File: config.mk
export PLATFORM = sky130hd
export DESIGN_NAME = quad_encoder_counter_flat
export DESIGN_NICKNAME = d
export VERILOG_FILES = /design/src/rtl/encoder_pkg.sv /design/src/rtl/quad_encoder_counter_if.sv /design/src/rtl/debounce_filter.sv /design/src/rtl/quad_encoder_counter.sv /design/src/flat_wrapper.sv
export SDC_FILE = /design/constraint.sdc
export NUM_CORES = 1
export LEC_CHECK = 0
export BUFFER_PORTS_ARGS = -buffer_cell sky130_fd_sc_hd__buf_2
export CORE_MARGIN = 3
export CORE_UTILIZATION = 30
export CTS_BUF_LIST = sky130_fd_sc_hd__clkbuf_8
export DETAILED_ROUTE_END_ITERATION = 10
export GPL_TIMING_DRIVEN = 1
export SYNTH_ARGS = -nofsm -noshare
export SYNTH_HDL_FRONTEND = slang
export SYNTH_SLANG_ARGS = --single-unit
File: constraint.sdc
create_clock -name i_clk -period 11.4 [get_ports i_clk]
set_input_delay 1.14 -clock i_clk [delete_from_list [all_inputs] [get_ports i_clk]]
set_output_delay 1.14 -clock i_clk [all_outputs]
set_load 0.005 [all_outputs]
File: src/rtl/encoder_pkg.sv
// Shared types for the quadrature encoder front end: {A,B} state encoding and
// the transition decode used by the position counter.
package encoder_pkg;

  typedef enum logic [1:0] {
    QS_00 = 2'b00,
    QS_01 = 2'b01,
    QS_11 = 2'b11,
    QS_10 = 2'b10
  } quad_state_t;

  localparam quad_state_t QUAD_RESET_STATE = QS_11;

  typedef struct packed {
    logic              invalid;
    logic signed [1:0] delta;
  } quad_delta_t;

  // Position along the CW cycle 00->01->11->10, so a transition is a mod-4 difference.
  function automatic logic [1:0] quad_pos(quad_state_t s);
    case (s)
      QS_00:   return 2'd0;
      QS_01:   return 2'd1;
      QS_11:   return 2'd2;
      default: return 2'd3;
    endcase
  endfunction

  function automatic quad_delta_t quad_delta(quad_state_t prev, quad_state_t cur);
    quad_delta_t r;
    logic [1:0]  d;
    r = '0;
    d = quad_pos(cur) - quad_pos(prev);
    case (d)
      2'd1:    r.delta = 2'sd1;
      2'd3:    r.delta = -2'sd1;
      2'd2:    r.invalid = 1'b1;
      default: r.delta = 2'sd0;
    endcase
    return r;
  endfunction

endpackage

File: src/rtl/quad_encoder_counter_if.sv
// Pin and display-side signals of the encoder counter, grouped so the
// counter and its driver share one bundle.
interface quad_encoder_counter_if;
  logic       i_encA;
  logic       i_encB;
  logic       i_encBtn;
  logic [7:0] o_count;
  logic [3:0] o_hexHigh;
  logic [3:0] o_hexLow;
  logic       o_step;
  logic       o_dir;

  modport master (
    output i_encA, i_encB, i_encBtn,
    input  o_count, o_hexHigh, o_hexLow, o_step, o_dir
  );

  modport slave (
    input  i_encA, i_encB, i_encBtn,
    output o_count, o_hexHigh, o_hexLow, o_step, o_dir
  );
endinterface

File: src/rtl/debounce_filter.sv
// 2-FF synchroniser followed by a stability filter: the output follows the
// synchronised input only after P_DEBOUNCE consecutive differing cycles.
module debounce_filter #(
  parameter int   P_DEBOUNCE  = 50_000,
  parameter logic P_RESET_VAL = 1'b0
) (
  input  logic i_clk,
  input  logic i_rst,
  input  logic i_raw,
  output logic o_stable
);

  localparam int            CW       = $clog2(P_DEBOUNCE);
  localparam logic [CW-1:0] CNT_LAST = CW'(P_DEBOUNCE - 1);

  logic [1:0]    sync_q, sync_d;
  logic          stable_q, stable_d;
  logic [CW-1:0] cnt_q, cnt_d;

  // Any cycle matching the stable value restarts the run.
  always_comb begin
    sync_d   = {sync_q[0], i_raw};
    stable_d = stable_q;
    cnt_d    = '0;
    if (sync_q[1] != stable_q) begin
      if (cnt_q == CNT_LAST) stable_d = sync_q[1];
      else                   cnt_d    = cnt_q + 1'b1;
    end
  end

  always_ff @(posedge i_clk) begin
    if (i_rst) begin
      sync_q   <= {2{P_RESET_VAL}};
      stable_q <= P_RESET_VAL;
      cnt_q    <= '0;
    end else begin
      sync_q   <= sync_d;
      stable_q <= stable_d;
      cnt_q    <= cnt_d;
    end
  end

  assign o_stable = stable_q;

endmodule

File: src/rtl/quad_encoder_counter.sv
// Debounced quadrature decode into an 8-bit up/down position count with
// push-button clear; count is exported whole and as two hex nibbles.
module quad_encoder_counter
  import encoder_pkg::*;
#(
  parameter int P_DEBOUNCE = 50_000,
  parameter int P_DETENT   = 4,
  parameter int P_WRAP     = 1
) (
  input  logic                   i_clk,
  input  logic                   i_rst,
  quad_encoder_counter_if.slave  bus
);

  localparam logic signed [3:0] DET_POS = 4'(P_DETENT);
  localparam logic signed [3:0] DET_NEG = -DET_POS;

  logic a_db, b_db, btn_db;

  debounce_filter #(.P_DEBOUNCE(P_DEBOUNCE), .P_RESET_VAL(1'b1)) u_db_a (
    .i_clk(i_clk), .i_rst(i_rst), .i_raw(bus.i_encA), .o_stable(a_db)
  );
  debounce_filter #(.P_DEBOUNCE(P_DEBOUNCE), .P_RESET_VAL(1'b1)) u_db_b (
    .i_clk(i_clk), .i_rst(i_rst), .i_raw(bus.i_encB), .o_stable(b_db)
  );
  debounce_filter #(.P_DEBOUNCE(P_DEBOUNCE), .P_RESET_VAL(1'b0)) u_db_btn (
    .i_clk(i_clk), .i_rst(i_rst), .i_raw(bus.i_encBtn), .o_stable(btn_db)
  );

  quad_state_t       cur_qs, prev_q, prev_d;
  quad_delta_t       qd;
  logic signed [3:0] acc_q, acc_d, acc_sum;
  logic [7:0]        count_q, count_d;
  logic              step_q, step_d;
  logic              dir_q, dir_d;
  logic              btn_prev_q, btn_prev_d;

  always_comb begin
    cur_qs     = quad_state_t'({a_db, b_db});
    qd         = quad_delta(prev_q, cur_qs);
    acc_sum    = acc_q + {{2{qd.delta[1]}}, qd.delta};
    prev_d     = cur_qs;
    acc_d      = acc_sum;
    count_d    = count_q;
    step_d     = 1'b0;
    dir_d      = dir_q;
    btn_prev_d = btn_db;

    if (qd.invalid) begin
      acc_d = '0;
    end else if (acc_sum == DET_POS) begin
      acc_d = '0;
      dir_d = 1'b1;
      // A saturated step still records its direction but moves nothing.
      if (P_WRAP != 0 || count_q != 8'hFF) begin
        count_d = count_q + 8'd1;
        step_d  = 1'b1;
      end
    end else if (acc_sum == DET_NEG) begin
      acc_d = '0;
      dir_d = 1'b0;
      if (P_WRAP != 0 || count_q != 8'h00) begin
        count_d = count_q - 8'd1;
        step_d  = 1'b1;
      end
    end

    // Clear overrides any step completing in the same cycle, including its direction.
    if (btn_db && !btn_prev_q) begin
      count_d = '0;
      acc_d   = '0;
      step_d  = 1'b1;
      dir_d   = dir_q;
    end
  end

  always_ff @(posedge i_clk) begin
    if (i_rst) begin
      prev_q     <= QUAD_RESET_STATE;
      acc_q      <= '0;
      count_q    <= '0;
      step_q     <= 1'b0;
      dir_q      <= 1'b0;
      btn_prev_q <= 1'b0;
    end else begin
      prev_q     <= prev_d;
      acc_q      <= acc_d;
      count_q    <= count_d;
      step_q     <= step_d;
      dir_q      <= dir_d;
      btn_prev_q <= btn_prev_d;
    end
  end

  assign bus.o_count   = count_q;
  assign bus.o_hexHigh = count_q[7:4];
  assign bus.o_hexLow  = count_q[3:0];
  assign bus.o_step    = step_q;
  assign bus.o_dir     = dir_q;

endmodule

File: src/flat_wrapper.sv
// flat-port wrapper written by rule: the top's interface ports become plain ports
module quad_encoder_counter_flat import encoder_pkg::*;
#(
  parameter int P_DEBOUNCE = 50_000,
  parameter int P_DETENT   = 4,
  parameter int P_WRAP     = 1
)
  (i_clk, i_rst, bus_i_encA, bus_i_encB, bus_i_encBtn, bus_o_count, bus_o_hexHigh, bus_o_hexLow, bus_o_step, bus_o_dir);
  quad_encoder_counter_if bus_i ();
  input  logic i_clk;
  input  logic i_rst;
  input wire logic [$bits(bus_i.i_encA)-1:0] bus_i_encA;
  input wire logic [$bits(bus_i.i_encB)-1:0] bus_i_encB;
  input wire logic [$bits(bus_i.i_encBtn)-1:0] bus_i_encBtn;
  output wire logic [$bits(bus_i.o_count)-1:0] bus_o_count;
  output wire logic [$bits(bus_i.o_hexHigh)-1:0] bus_o_hexHigh;
  output wire logic [$bits(bus_i.o_hexLow)-1:0] bus_o_hexLow;
  output wire logic [$bits(bus_i.o_step)-1:0] bus_o_step;
  output wire logic [$bits(bus_i.o_dir)-1:0] bus_o_dir;
  assign bus_i.i_encA = bus_i_encA;
  assign bus_i.i_encB = bus_i_encB;
  assign bus_i.i_encBtn = bus_i_encBtn;
  assign bus_o_count = bus_i.o_count;
  assign bus_o_hexHigh = bus_i.o_hexHigh;
  assign bus_o_hexLow = bus_i.o_hexLow;
  assign bus_o_step = bus_i.o_step;
  assign bus_o_dir = bus_i.o_dir;
  quad_encoder_counter #(.P_DEBOUNCE(P_DEBOUNCE), .P_DETENT(P_DETENT), .P_WRAP(P_WRAP)) u_core (.i_clk(i_clk), .i_rst(i_rst), .bus(bus_i));
endmodule
## After elaboration in Yosys (flattened, before gate mapping)

Cells that the tools add are included.

| storage, ports and cells | value |
|---|---|
| register bits after elaboration | 74 |
| bits of input ports | 5 |
| output and inout port bits | 18 |
| logic and storage cells | 69 |

| operators by class | value |
|---|---|
| add/sub/neg operators | 7 |
| equality and inequality tests | 15 |
| muxes and demuxes | 12 |
| bitwise operators | 5 |
| reductions and logical operators | 15 |

Operators with widths:

| operator | number |
|---|---|
| 16-bit by 1-bit adder with 16-bit output, second input constant | 3 |
| 16-bit == test, second input constant | 3 |
| 8-bit two-way mux | 2 |
| 2-bit one-hot mux with 3 select lines | 2 |
| 3-bit OR reduction | 3 |
| 8-bit by 1-bit adder with 8-bit output, second input constant | 1 |
| 2-bit == test, second input constant | 4 |
| 2-bit AND reduction | 4 |
| 8-bit by 1-bit subtractor with 8-bit output, second input constant | 1 |
| 1-bit two-way mux | 7 |
| 2-bit by 1-bit == test with 1-bit output, second input constant | 3 |
| 1-bit inverter | 5 |
| 5-bit OR reduction | 1 |
| 4-bit adder | 1 |
| 4-bit by 3-bit == test with 1-bit output, second input constant | 1 |
| 4-bit == test, second input constant | 1 |
| 2-bit logical NOT | 2 |
| 2-bit one-hot mux with 2 select lines | 1 |
| 1-bit != test | 3 |
| 3-bit AND reduction | 1 |
| 2-bit nonzero test | 1 |
| 2-bit OR reduction | 1 |
| 2-bit subtractor | 1 |
| 1-bit logical AND | 1 |
| 1-bit logical NOT | 1 |

## Depth between registers and ports, before layout

| logic depth | value |
|---|---|
| depth after elaboration | 11 |
| gate-level depth with buffers | 19 |
| mapped depth without buffers | 19 |

## By module

Synthesis repeated with hierarchy kept, for this count alone.

| unflattened totals | value |
|---|---|
| cell total of the unflattened synthesis | 402 |
| area total of the unflattened synthesis | 3,673.5 sq um |

By module, submodules not included:

| module | instances | cells an instance | area an instance (sq um) | seq. area each (sq um) |
|---|---|---|---|---|
| debounce_filter (u_core.u_db_a ...) | 2 | 88 | 807.0 | 380.4 |
| quad_encoder_counter | 1 | 139 | 1,212.4 | 340.3 |
| debounce_filter (u_core.u_db_btn) | 1 | 87 | 847.1 | 380.4 |

## Least setup slack after synthesis

Ideal clock, no wire load.

| timing path | value |
|---|---|
| kind | reg2reg |
| start point | register u_core.u_db_b.stable_q, in the netlist u_core.u_db_b.o_stable |
| end point | register u_core.count_q[7], in the netlist u_core.bus.o_count[7] |
| arrival time | 4.591 ns |
| data required time | 11.328 ns |
| slack | 6.737 ns |
| stages on the path, launching flop included | 19 |
| path buffers | 0 |
| period minus slack after synthesis | 4.663 ns |
| path through | dfxtp_1 > inv_1 > ha_1 > ha_1 > xnor3_1 > nor2_1 > ha_1 > o21a_1 > or3b_2 > a211oi_1 > or2_2 > nand3_1 > ha_1 > a211oi_1 > o21ai_0 > a31o_2 > or3_1 > a21oi_1 > mux2i_1 |

| on the way | value |
|---|---|
| word-level cells in the longest chain between the ends | 9 |

RTL lines:

| item | RTL line | source |
|---|---|---|
| from (decl) | debounce_filter.sv:17 | `logic stable_q, stable_d;` |
| from (signal assigned) | debounce_filter.sv:38 | `stable_q <= stable_d;` |
| 2-bit == test (tied with other cells) | encoder_pkg.sv:21 | `case (s)` |
| 2-bit one-hot mux with 3 select lines (*) | encoder_pkg.sv:21 |  |
| 2-bit subtractor (*) | encoder_pkg.sv:33 | `d = quad_pos(cur) - quad_pos(prev);` |
| 2-bit == test or 2-bit by 1-bit == test with 1-bit output (tied branches) | encoder_pkg.sv:34 | `case (d)` |
| 2-bit one-hot mux with 2 select lines | encoder_pkg.sv:34 |  |
| 4-bit adder | quad_encoder_counter.sv:41 | `acc_sum = acc_q + {{2{qd.delta[1]}}, qd.delta};` |
| 4-bit by 3-bit == test with 1-bit output or 4-bit == test (tied branches) | quad_encoder_counter.sv:59, quad_encoder_counter.sv:51 |  |
| 2-bit nonzero test (no line) | -- |  |
| 2-bit AND reduction (no line) | -- |  |
| to (signal assigned) | quad_encoder_counter.sv:88 | `count_q <= count_d;` |
| to (decl) | quad_encoder_counter.sv:33 | `logic [7:0] count_q, count_d;` |

Every way passes the cells marked *; elsewhere a longest branch is shown, timed or not.
A chain may end at the register's enable or synchronous reset.

## Worst setup path after layout

Same ends and word-level chain as after synthesis.

==> qor.txt <==
Synth warnings: 0
RSZ-0062 raised after global routing: false
CP bufs+invs: 1
Register bit total from synthesis: 74
Wire length on met1: 2.97 mm
IO Count: 23
IO buf count: 22
Leak Pwr: 1.57 nW
Die width: 115 um
First-pass detailed-route iteration total: 4
Antenna-violating nets left: 0
Register-to-register setup slack: 6.30 ns
Max_cap viols: 0
Clk slew on worst S/H paths: 0.08 ns
Critical path peak fanout: 7
Row count: 39
Dpl ws: 6.33 ns
Max Root-Sink Buffers: 2
Setup bufs post-CTS: 0
Met3 WL: 241 um
Critical Path End Type: register
Initial Util: 31.0%
Largest net degree at the start of global routing: 22
Final WL: 6.23 mm
Hold Vio Cnt, Final: 0
CP cell instances: inv_1 -> ha_1 -> ha_1 -> xnor3_1 -> nor2_1 -> ha_1 -> o21a_1 -> or3b_2 -> a211oi_1 -> or2_2 -> nand3_1 -> ha_1 -> a211oi_1 -> o21ai_0 -> a31o_2 -> or3_1 -> a21oi_1 -> mux2i_1
Sequential area share after synthesis: 41.5%
Via count: 2627
Setup Viol. Count Final: 0
Slowest cell on crit path: or3b_2
DR vias/cell: 4.67
EDFF count, synth: 0
Met2 WL: 2.90 mm
First-pass GRT wire length: 10.9 mm
Post-synthesis net count: 419
First DRT Iteration DRCs: 119
Worst slew margin: 63.7%
Final slew viol count: 0
Top routing layer used: met4
Drt drc: 0
Clock sink count: 74
Vias in the first global route: 2516
Routed len/inst: 11.1 um
Area Overhead vs Synth: 11.4%
Worst Setup Path Type: reg -> reg
CP max stage delay: 0.43 ns
Synth async-reset ratio: 0%
Setup Total Neg Slack: 0 ns
Num CTS Buffers: 9
Worst vdd ir: 0.0460 mV
Ys flop type: dfxtp_1
CTS Hold Bufs: 0
Antenna cells: 0
Cells after synthesis: 396
GPL Wtd Cong: 0.869
Yosys cell types: 51
Final Critical Period: 5.10 ns
Die height: 115 um
Initial antenna violation count: 0
DPL Wire Length: 4.53 mm
PwrDens: 124 nW/um2
Worst-skew pair later-pin latency: 0.35 ns
Worst Max-Slew Pin Slew: 0.545 ns
Syn_area_per_cell: 9.00 um2
Fin worst setup slack: 6.30 ns
Fraction of layout cells with a size suffix above 1: 13.8%
CTS resizes: 0
Root Buffer: clkbuf_8
Status: completed
TritonCTS clock tree: yes
Crit start category: register
# nets final: 437
Fmax: 0.196 GHz
Hold WC Path Type: reg -> reg
GR Util All Layers: 10.0%
Die ar.: 13200 um2
CP arrival: 5.37 ns
H-tree levels: 3
CP dominant cell by count: ha_1
Grt ovf: 0
Final period utilization: 44.7%
Clk_skew: 0.0134 ns
Mapped Area: 3570 um2
Core box area: 11500 um2
Critical path required time: 11.67 ns
Crit path max-delay family: simple AND/OR/NAND/NOR gates
## flip-flops by register name, summed over array words and instances, names as in the netlist
register	cells
u_core.u_db_btn.sync_q	2
u_core.acc_q	4
u_core.u_db_b.sync_q	2
u_core.u_db_b.o_stable	1
u_core.u_db_a.sync_q	2
u_core.btn_prev_q	1
u_core.u_db_btn.o_stable	1
u_core.prev_q	2
u_core.u_db_b.cnt_q	16
u_core.u_db_a.cnt_q	16
u_core.bus.o_step	1
u_core.u_db_btn.cnt_q	16
u_core.bus.o_dir	1
u_core.u_db_a.o_stable	1
u_core.bus.o_count	8
## cells in the mapped netlist (2+ instances only)
library cell | count | area, um2
buf_6 | 2 | 22.5
a211o_1 | 2 | 17.5
or3_1 | 7 | 43.8
nand4_1 | 8 | 50.1
nor4_1 | 2 | 12.5
nand2b_1 | 5 | 31.3
nand3_1 | 17 | 85.1
a21o_1 | 3 | 22.5
nor2_1 | 71 | 267
buf_4 | 9 | 67.6
a31o_2 | 2 | 17.5
xor2_1 | 26 | 228
nand2_1 | 27 | 101
mux2i_1 | 8 | 80.1
or2b_2 | 2 | 17.5
ha_1 | 17 | 213
a211oi_1 | 3 | 22.5
inv_1 | 9 | 33.8
nor3_1 | 5 | 25.0
dfxtp_1 | 74 | 1480
o21ai_0 | 10 | 50.1
xnor2_1 | 21 | 184
nor4b_1 | 3 | 26.3
or2_2 | 9 | 56.3
a21oi_1 | 10 | 50.1
o21bai_1 | 3 | 22.5
nor2b_1 | 4 | 25.0
or4_1 | 3 | 22.5
and3_1 | 12 | 75.1
## metal layers
layer	global-route usage (%)	vias up
met4	4.23	0
li1	-	1374
met5	0	-
met2	16.5	39
met1	12.1	1201
met3	3.26	13
## cell families after synthesis
| kind of cell | after synthesis | share of synthesized area, % |
|---|---|---|
| simple gates | 185 | 26.4 |
| fa+ha+maj | 18 | 6.53 |
| mux | 8 | 2.25 |
| buf+inv | 24 | 3.96 |
| xor+xnor | 48 | 12.2 |
| flops | 74 | 41.5 |
| compound gates | 39 | 7.16 |
## area by class of cell
type | count | area (um2)
sequential | 74 | 1480
inverter | 9 | 33.8
clock buffer | 10 | 138
fill | 1179 | 7540
clock inverter | 6 | 87.6
timing repair buffer | 22 | 110
multi-input combinational | 298 | 1940
tap | 143 | 179
## power by group
| group | switching [mW] | internal (mW) |
|---|---|---|
| Clock | 0.0990 | 0.130 |
| Combinational | 0.00370 | 0.00194 |
| Sequential | 0.000659 | 0.260 |
| Total | 0.103 | 0.391 |
## per-stage QoR
| step | util [%] | std cells | hold WS, ns | area (um2) | power, mW |
|---|---|---|---|---|---|
| CTS | 34.5 | 562 | 0.420 | 3970 | 0.502 |
| global route | 34.5 | 562 | 0.450 | 3970 | 0.514 |
| global placement | 32.5 | 546 | 0.393 | 3750 | 0.272 |
| finish | 34.5 | 562 | 0.414 | 3970 | 0.494 |
| detailed placement | 32.5 | 546 | 0.393 | 3750 | 0.272 |
| floorplan | - | 396 | 0.389 | 3570 | 0.271 |
## worst paths after layout
kind                                 from                       to  cells after the start
setup / recovery   u_core.u_db_b.o_stable    u_core.bus.o_count[7]                     18
hold / removal    u_core.u_db_a.sync_q[0]  u_core.u_db_a.sync_q[1]                      1
setup reg to reg   u_core.u_db_b.o_stable    u_core.bus.o_count[7]                     18
hold reg to reg   u_core.u_db_a.sync_q[0]  u_core.u_db_a.sync_q[1]                      1
## cells in the final DEF, fill, tap and decap left out, drive strengths merged, types with 4 or more instances in the layout
cell,synthesis,routed
nor2,71,71
nand2b,5,5
nand2,27,27
and3,12,12
xor2,26,26
o21ai,11,11
nor2b,4,4
inv,9,10
nand4,9,9
or2,9,9
nand3,17,17
dfxtp,74,74
buf,13,22
mux2i,8,8
or3,8,8
xnor2,21,21
ha,17,17
a21oi,11,11
clkbuf,2,10
nor3,5,5
No activity file was read; power rests on OpenSTA's default activity.
